## src/rtl/approx_alu_pkg.sv

```systemverilog
// approx_alu_pkg: mode codes and FSM states shared by the ALU and the approximation control FSM.
package approx_alu_pkg;
  localparam logic [2:0] ADD_ONE  = 3'd0;
  localparam logic [2:0] SUB_ONE  = 3'd1;
  localparam logic [2:0] ADD_SUB  = 3'd2;
  localparam logic [2:0] MULTIPLY = 3'd3;
  localparam logic [2:0] ALU_IDLE = 3'd4;
  typedef enum logic [1:0] {
    IDLE = 2'd0,
    MUL  = 2'd1,
    DONE = 2'd2
  } state_e;
endpackage

```

## src/rtl/approx_alu_seq_shift_add_mul.sv

```systemverilog
// shift_add_mul: iterative shift-add multiplier, one bit of B per cycle, LSB first.
// done_o flags the last iteration; prod_o holds the full product from the following cycle.
module shift_add_mul #(
  parameter int WIDTH = 8
) (
  input  logic                 clk,
  input  logic                 rst,
  input  logic                 start_i,
  input  logic [WIDTH-1:0]     a_i,
  input  logic [WIDTH-1:0]     b_i,
  output logic                 done_o,
  output logic [2*WIDTH-1:0]   prod_o
);
  localparam int CW = $clog2(WIDTH);
  logic [2*WIDTH-1:0] acc_q, acc_d, a_q, a_d;
  logic [WIDTH-1:0] b_q, b_d;
  logic [CW-1:0] cnt_q, cnt_d;
  logic run_q, run_d;
  always_comb begin
    acc_d = acc_q;
    a_d = a_q;
    b_d = b_q;
    cnt_d = cnt_q;
    run_d = run_q;
    if (start_i) begin
      acc_d = '0;
      a_d = {{WIDTH{1'b0}}, a_i};
      b_d = b_i;
      cnt_d = '0;
      run_d = 1'b1;
    end else if (run_q) begin
      acc_d = b_q[0] ? acc_q + a_q : acc_q;
      a_d = a_q << 1;
      b_d = b_q >> 1;
      cnt_d = cnt_q + 1'b1;
      run_d = cnt_q != CW'(WIDTH - 1);
    end
  end
  always_ff @(posedge clk) begin
    if (!rst) begin
      acc_q <= '0;
      a_q <= '0;
      b_q <= '0;
      cnt_q <= '0;
      run_q <= 1'b0;
    end else begin
      acc_q <= acc_d;
      a_q <= a_d;
      b_q <= b_d;
      cnt_q <= cnt_d;
      run_q <= run_d;
    end
  end
  assign done_o = run_q && cnt_q == CW'(WIDTH - 1);
  assign prod_o = acc_q;
endmodule

```

## src/rtl/approx_alu_seq.sv

```systemverilog
// approx_alu_seq: registered approximation ALU with inc/dec, add/sub and iterative fixed-point multiply.
// Single-cycle ops write at the accept edge; multiply runs IDLE -> MUL (WIDTH edges) -> DONE -> IDLE.
module approx_alu_seq
  import approx_alu_pkg::*;
#(
  parameter int WIDTH = 8,
  parameter int FRAC  = 4,
  parameter int SAT   = 0
) (
  input  logic             clk,
  input  logic             rst,
  input  logic             valid_i,
  input  logic [2:0]       mode_i,
  input  logic [WIDTH-1:0] op_a_i,
  input  logic [WIDTH-1:0] op_b_i,
  input  logic             sigma_n_i,
  output logic             busy_o,
  output logic             valid_o,
  output logic [WIDTH-1:0] res_o,
  output logic             ovf_o
);
  state_e state_q, state_d;
  logic valid_q, valid_d, ovf_q, ovf_d;
  logic [WIDTH-1:0] res_q, res_d;
  logic accept, single, mul_start, mul_done, alu_sub, alu_ovf, mul_ovf;
  logic [WIDTH:0] a_x, b_x, alu;
  logic [WIDTH-1:0] alu_res, mul_res;
  logic [2*WIDTH-1:0] prod, prod_sh;
  shift_add_mul #(.WIDTH(WIDTH)) u_mul (
    .clk(clk),
    .rst(rst),
    .start_i(mul_start),
    .a_i(op_a_i),
    .b_i(op_b_i),
    .done_o(mul_done),
    .prod_o(prod)
  );
  always_comb begin
    accept = valid_i && state_q == IDLE;
    mul_start = accept && mode_i == MULTIPLY;
    single = accept && mode_i != MULTIPLY;
    a_x = {1'b0, op_a_i};
    b_x = {1'b0, op_b_i};
    alu_sub = mode_i == SUB_ONE || (mode_i == ADD_SUB && sigma_n_i);
    // bit WIDTH is the carry for additions and the borrow for subtractions
    alu = mode_i >= ALU_IDLE ? '0 :
          mode_i == ADD_ONE ? a_x + 1'b1 :
          mode_i == SUB_ONE ? a_x - 1'b1 :
          sigma_n_i ? a_x - b_x : a_x + b_x;
    alu_ovf = alu[WIDTH];
    alu_res = (SAT != 0 && alu_ovf) ? (alu_sub ? '0 : '1) : alu[WIDTH-1:0];
    prod_sh = prod >> FRAC;
    mul_ovf = |prod_sh[2*WIDTH-1:WIDTH];
    mul_res = (SAT != 0 && mul_ovf) ? '1 : prod_sh[WIDTH-1:0];
    state_d = state_q == IDLE ? (mul_start ? MUL : IDLE) :
              state_q == MUL ? (mul_done ? DONE : MUL) : IDLE;
    valid_d = single || state_q == DONE;
    res_d = single ? alu_res : state_q == DONE ? mul_res : res_q;
    ovf_d = single ? alu_ovf : state_q == DONE ? mul_ovf : ovf_q;
  end
  always_ff @(posedge clk) begin
    if (!rst) begin
      state_q <= IDLE;
      valid_q <= 1'b0;
      res_q <= '0;
      ovf_q <= 1'b0;
    end else begin
      state_q <= state_d;
      valid_q <= valid_d;
      res_q <= res_d;
      ovf_q <= ovf_d;
    end
  end
  assign busy_o = state_q != IDLE;
  assign valid_o = valid_q;
  assign res_o = res_q;
  assign ovf_o = ovf_q;
endmodule

```

## config.mk

```make
export PLATFORM = sky130hd
export DESIGN_NAME = approx_alu_seq
export DESIGN_NICKNAME = d
export VERILOG_FILES = /design/src/rtl/approx_alu_pkg.sv /design/src/rtl/approx_alu_seq_shift_add_mul.sv /design/src/rtl/approx_alu_seq.sv
export SDC_FILE = /design/constraint.sdc
export NUM_CORES = 1
export LEC_CHECK = 0
export BUFFER_PORTS_ARGS = -buffer_cell sky130_fd_sc_hd__buf_2
export CAP_MARGIN = 10
export CELL_PAD_IN_SITES_DETAIL_PLACEMENT = 1
export CELL_PAD_IN_SITES_GLOBAL_PLACEMENT = 2
export CORE_ASPECT_RATIO = 1.25
export CORE_UTILIZATION = 34
export CTS_BUF_LIST = sky130_fd_sc_hd__clkbuf_2 sky130_fd_sc_hd__clkbuf_4 sky130_fd_sc_hd__clkbuf_8
export CTS_CLUSTER_SIZE = 40
export DETAILED_ROUTE_END_ITERATION = 16
export GPL_ROUTABILITY_DRIVEN = 1
export MAX_ROUTING_LAYER = met4
export PLACE_DENSITY = 0.88
export SLEW_MARGIN = 10
export SYNTH_ARGS = -nofsm -noshare
export SYNTH_HDL_FRONTEND = slang
export SYNTH_HIERARCHICAL = 1
export SYNTH_SLANG_ARGS = --single-unit
```

## constraint.sdc

```tcl
create_clock -name clk -period 3.7 [get_ports clk]
set_input_delay 0.555 -clock clk [delete_from_list [all_inputs] [get_ports clk]]
set_output_delay 0.555 -clock clk [all_outputs]
set_load 0.1 [all_outputs]
```

# [After elaboration in Yosys (flattened, before gate mapping)]
# Index checks and enable logic that the tools add are counted.
[word_totals] output_inout_bits=11 register_bits=56 wordCells=56 inputBits=23
[op_classes] mux=18 bitwise_logic=1 eq_ne=7 n_reduce_logical=13 n_addsub=6 n_lt_le_gt_ge=1
[op_table] operator="two-way mux 8 bit" n=6
[op_table] operator="two-way mux 9 bit" n=4
[op_table] operator="adder 16 bit" n=1
[op_table] operator="adder 8 x 1 -> 9 bit, second input constant" n=1
[op_table] operator="adder 8 x 8 -> 9 bit" n=1
[op_table] operator="subtractor 8 x 1 -> 9 bit, second input constant" n=1
[op_table] operator="subtractor 8 x 8 -> 9 bit" n=1
[op_table] operator="two-way mux 2 bit" n=3
[op_table] operator="nonzero test 2 bit" n=3
[op_table] operator="two-way mux 1 bit" n=5
[op_table] operator="logical AND 1 bit" n=4
[op_table] operator="OR reduction 4 bit" n=1
[op_table] operator="adder 3 x 1 -> 3 bit, second input constant" n=1
[op_table] operator="== test 3 x 1 -> 1 bit, second input constant" n=1
[op_table] operator="== test 3 x 2 -> 1 bit, second input constant" n=1
[op_table] operator="== test 3 bit, second input constant" n=1
[op_table] operator="greater-or-equal comparator 3 bit, second input constant" n=1
[op_table] operator="logical NOT 3 bit" n=1
[op_table] operator="inequality test 3 x 2 -> 1 bit, second input constant" n=1
[op_table] operator="inequality test 3 bit, second input constant" n=1
[op_table] operator="== test 2 x 1 -> 1 bit, second input constant" n=1
[op_table] operator="== test 2 bit, second input constant" n=1
[op_table] operator="logical NOT 2 bit" n=1
[op_table] operator="AND reduction 2 bit" n=1
[op_table] operator="3 further kinds" n=3

# [Depth between registers and ports, before layout]
[logic_depth] ltp_word=6 depth_mapped=17

# [Modules after synthesis]
# The synthesis kept the hierarchy.
[modules_own_cells] mod="shift_add_mul" seq_area_each_um2=880.8 n_inst=1 area_each_um2=2553.7 cells_per_inst=295
[modules_own_cells] mod="approx_alu_seq" seq_area_each_um2=240.2 n_inst=1 area_each_um2=1368.8 cells_per_inst=179

# [Worst setup path after synthesis]
# No wires, ideal clock.
[synth_path] path_kind="input to register" start="in op_b_i[0]" end="reg ovf_q (netlist: ovf_o)" required_ps=3580 setup_slack_ps=147 arrival_ps=3433 cell_stages=14 path_cell_list="inv_1 -> ha_1 -> or3_1 -> a21oi_1 -> and2b_2 -> nor3_1 -> ha_1 -> a21o_1 -> a211o_1 -> a2111oi_0 -> nor3_1 -> o2111a_1 -> a41oi_1 -> nand2_1"
[synth_between] elab_chain_cells=6 word_cells_on_any_way=7 classes_between="2 x add/sub; 5 x mux"
[synth_rtl] item="from (decl)" line="approx_alu_seq.sv:15" rtl="input logic [WIDTH-1:0] op_b_i,"
[synth_rtl] item="adder 8 x 8 -> 9 bit / subtractor 8 x 8 -> 9 bit (equally long branches)" line="approx_alu_seq.sv:49" rtl="sigma_n_i ? a_x - b_x : a_x + b_x;"
[synth_rtl] item="two-way mux 9 bit (*)" line="approx_alu_seq.sv:49"
[synth_rtl] item="two-way mux 9 bit (*)" line="approx_alu_seq.sv:48" rtl="mode_i == SUB_ONE ? a_x - 1'b1 :"
[synth_rtl] item="two-way mux 9 bit (*)" line="approx_alu_seq.sv:47" rtl="mode_i == ADD_ONE ? a_x + 1'b1 :"
[synth_rtl] item="two-way mux 9 bit (*)" line="approx_alu_seq.sv:46" rtl="alu = mode_i >= ALU_IDLE ? '0 :"
[synth_rtl] item="two-way mux 1 bit (*)" line="approx_alu_seq.sv:59" rtl="ovf_d = single ? alu_ovf : state_q == DONE ? mul_ovf : ovf_q;"
[synth_rtl] item="to (signal assigned)" line="approx_alu_seq.sv:71" rtl="ovf_q <= ovf_d;"
[synth_rtl] item="to (decl)" line="approx_alu_seq.sv:23" rtl="logic valid_q, valid_d, ovf_q, ovf_d;"
# Mark *: on every way between the ends. The rest lies on a longest branch, timed or not.
# A chain may end at the register's enable or synchronous reset.

# [Worst setup path after layout]
# Ends and elaborated chain as after synthesis.

==> metrics <==
Routed WL 10,610 um; critical path's top delay family compound AO/OA/AOI/OAI gates; CP startpoint kind primary input; RSZ-0062 raised after global routing no; Synth Flop Type dfxtp_1; critical path's slowest cell fa_1; Tot GR Track Use 19.07%; max-slew violations 0; initial core utilization 35.05%; drt via density 5.473; crit path cell chain buf_2 > inv_1 > ha_1 > mux2_2 > nand2_1 > ha_1 > nor2b_1 > fa_1 > a21o_1 > a211o_1 > a2111oi_1 > buf_4 > nor3_1 > o2111a_1 > a41oi_1 > nand2_1; WS Path Type primary input to register; clock sinks 56; CP max FO 2; CTS tree done; worst hold path type register to register; Core Region 0.01119 sq mm; final period utilization 92.18%; setup ws final 0.2895 ns; share of cells above drive strength 1 17.31%; post-layout util 39.62%; Die ar. 0.01197 sq mm; Metal-1 WL 4530 um; Die W 98.07 um; PD cells 303.5 mW/mm^2; Max Root-Sink Buffers 2; fin cells 655; Leak 0.001864 uW; nets 571; Syn Inst Count 474; DRC viols 0; I/O Pins 34; met2 routed WL 5636 um; WL met3 169 um; critical path buffer and inverter count 3; final instance area 0.004434 sq mm; Worst Hold Slack 0.4725 ns; CP endpoint kind register; CP peak stage delay 0.43 ns; Inst Count DP 647; synthesized area 0.003923 sq mm; Final Skew 0.006048 ns; syn_nets 526; Async SR Flop Fraction 0%; Max Clk Rate 293.2 MHz; Post-DP HPWL 8534 um; maximum vdd drop 0.0001843 V; total vias in the final route 3,585; Slew headroom 26.88%; CP required 3.92 ns; Post-synth EDFFs 0; clock slew at reported path FFs 0.10 ns; DRT antenna net count 0; first-pass GRT wire length 17,660 um; Die Y 122.1 um; largest net degree at the start of global routing 36; H-tree depth 2; status complete, no violations; number of global-route vias before repair 3,635; port buffer count 33; Area Growth Syn to Fin 13.05%; RePlAce Congestion 0.9716; post-synthesis register bit count 56; DR iter-0 viols 92; commonest non-fill, non-tap cell in the layout nand2_1; commonest cells after routing, fill and taps aside nand2_1, dfxtp_1, nor2_1; slew of the pin with the lowest slew margin 1.089 ns; Max Cap Viol 0; DR top layer met4; Final Setup Violations 0; Clk Latency, worst-skew pair 0.32 ns; Fin. Hold Viols 0; Tmin final 3.410 ns; Syn Area/Cell 8.275 sq um; CTS Root Cell clkbuf_8; Post-CTS Repair Setup Buffers 0; Worst EP arrival 3.63 ns; grt total ovfl 0; placed instance area 0.004345 sq mm; post-synthesis cell type count 72; First-pass DRT Iterations 4; synth warn 6; placement row count 43; initial antenna violation count 0; sequential share of the synthesized area 28.58%; DP Worst Slack -0.06033 ns; DR WL/cell 16.20 um; CTS Buf Count 5; antenna cell count 0
-- per-layer routing --
metal	up-vias	track usage, %
li1	1784	-
met1	1739	20.52
met2	44	35.70
met3	18	2.065
met4	0	7.481
met5	-	-
-- final cells by class --
type | count | area (sq um)
Timing Repair Buffer | 61 | 375.4
Tap cell | 135 | 168.9
Inverter | 15 | 56.30
Multi-Input combinational cell | 380 | 2625
Sequential cell | 56 | 1121
Clock inverter | 3 | 18.77
Fill cell | 1385 | 6756
Clock buffer | 5 | 68.82
-- flip-flops by register name, summed over array words and instances (netlist names) --
signal / cells
ovf_o: 1
res_o: 8
state_q: 2
u_mul/a_q: 16
u_mul/b_q: 8
u_mul/cnt_q: 3
u_mul/prod_o: 16
u_mul/run_q: 1
valid_o: 1
-- path summary, 6_finish.rpt --
kind	startpoint	endpoint	slack [ns]	cells after the start
setup reg to reg	u_mul/a_q[0]	u_mul/prod_o[10]	1.33	8
setup / recovery	op_b_i[0]	ovf_o	0.29	16
hold / removal	u_mul/prod_o[0]	u_mul/prod_o[0]	0.47	2
hold reg to reg	u_mul/prod_o[0]	u_mul/prod_o[0]	0.47	2
-- worst register-to-register path, delay by kind of cell (launching register included) --
kind | cells | cell delay (ns)
flops | 1 | 0.34
fa+ha+maj | 2 | 0.68
simple gates | 1 | 0.29
compound gates | 5 | 1.02
-- cells in the mapped netlist, drive strengths merged, types with 5 or more instances --
master,instances,area [sq um]
nand2,57,214.0
dfxtp,56,1121
nor2,39,148.9
o21ai,35,178.9
a21oi,33,168.9
ha,27,337.8
mux2i,27,270.3
and2,19,118.9
inv,15,56.30
xnor2,15,131.4
clkbuf,13,48.80
buf,10,75.07
nand3,10,50.05
nor3,9,56.31
a21o,7,52.55
nand2b,7,51.30
nor2b,7,43.79
xor2,7,61.31
nor3b,5,42.54
o211a,5,50.05
or3,5,32.53
-- power by group --
group          switching [uW]  total [uW]  leakage (uW)  internal (uW)
sequential               12.2         629      0.000454            617
clock                     211         344     0.0000479            133
combinational             228         373       0.00136            144
total                     452        1350       0.00186            894
-- cell families after synthesis --
group           count (synthesis)  share of synthesized area [%]
mux                            28                          7.177
fa+ha+maj                      29                          9.633
buf+inv                        38                          4.593
compound gates                123                          21.95
simple gates                  178                          23.16
flops                          56                          28.58
xor+xnor                       22                          4.912
-- through the flow --
step / power (uW) / setup TNS, ns
floorplan: 899.0 / 0
global placement: 1006 / -0.01832
detailed placement: 1017 / -0.06033
CTS: 1365 / 0
global route: 1425 / 0
finish: 1346 / 0
-- what timing repair did --
| action | 4_1_cts | 5_1_grt |
|---|---|---|
| endpoints found under the setup margin | 0 | 1 |
| resized for setup | 0 | 1 |
| hold buffers | 0 | 0 |
| hold endpoints to repair | 0 | 0 |
Note: power is estimated with default switching activity, not from simulation.
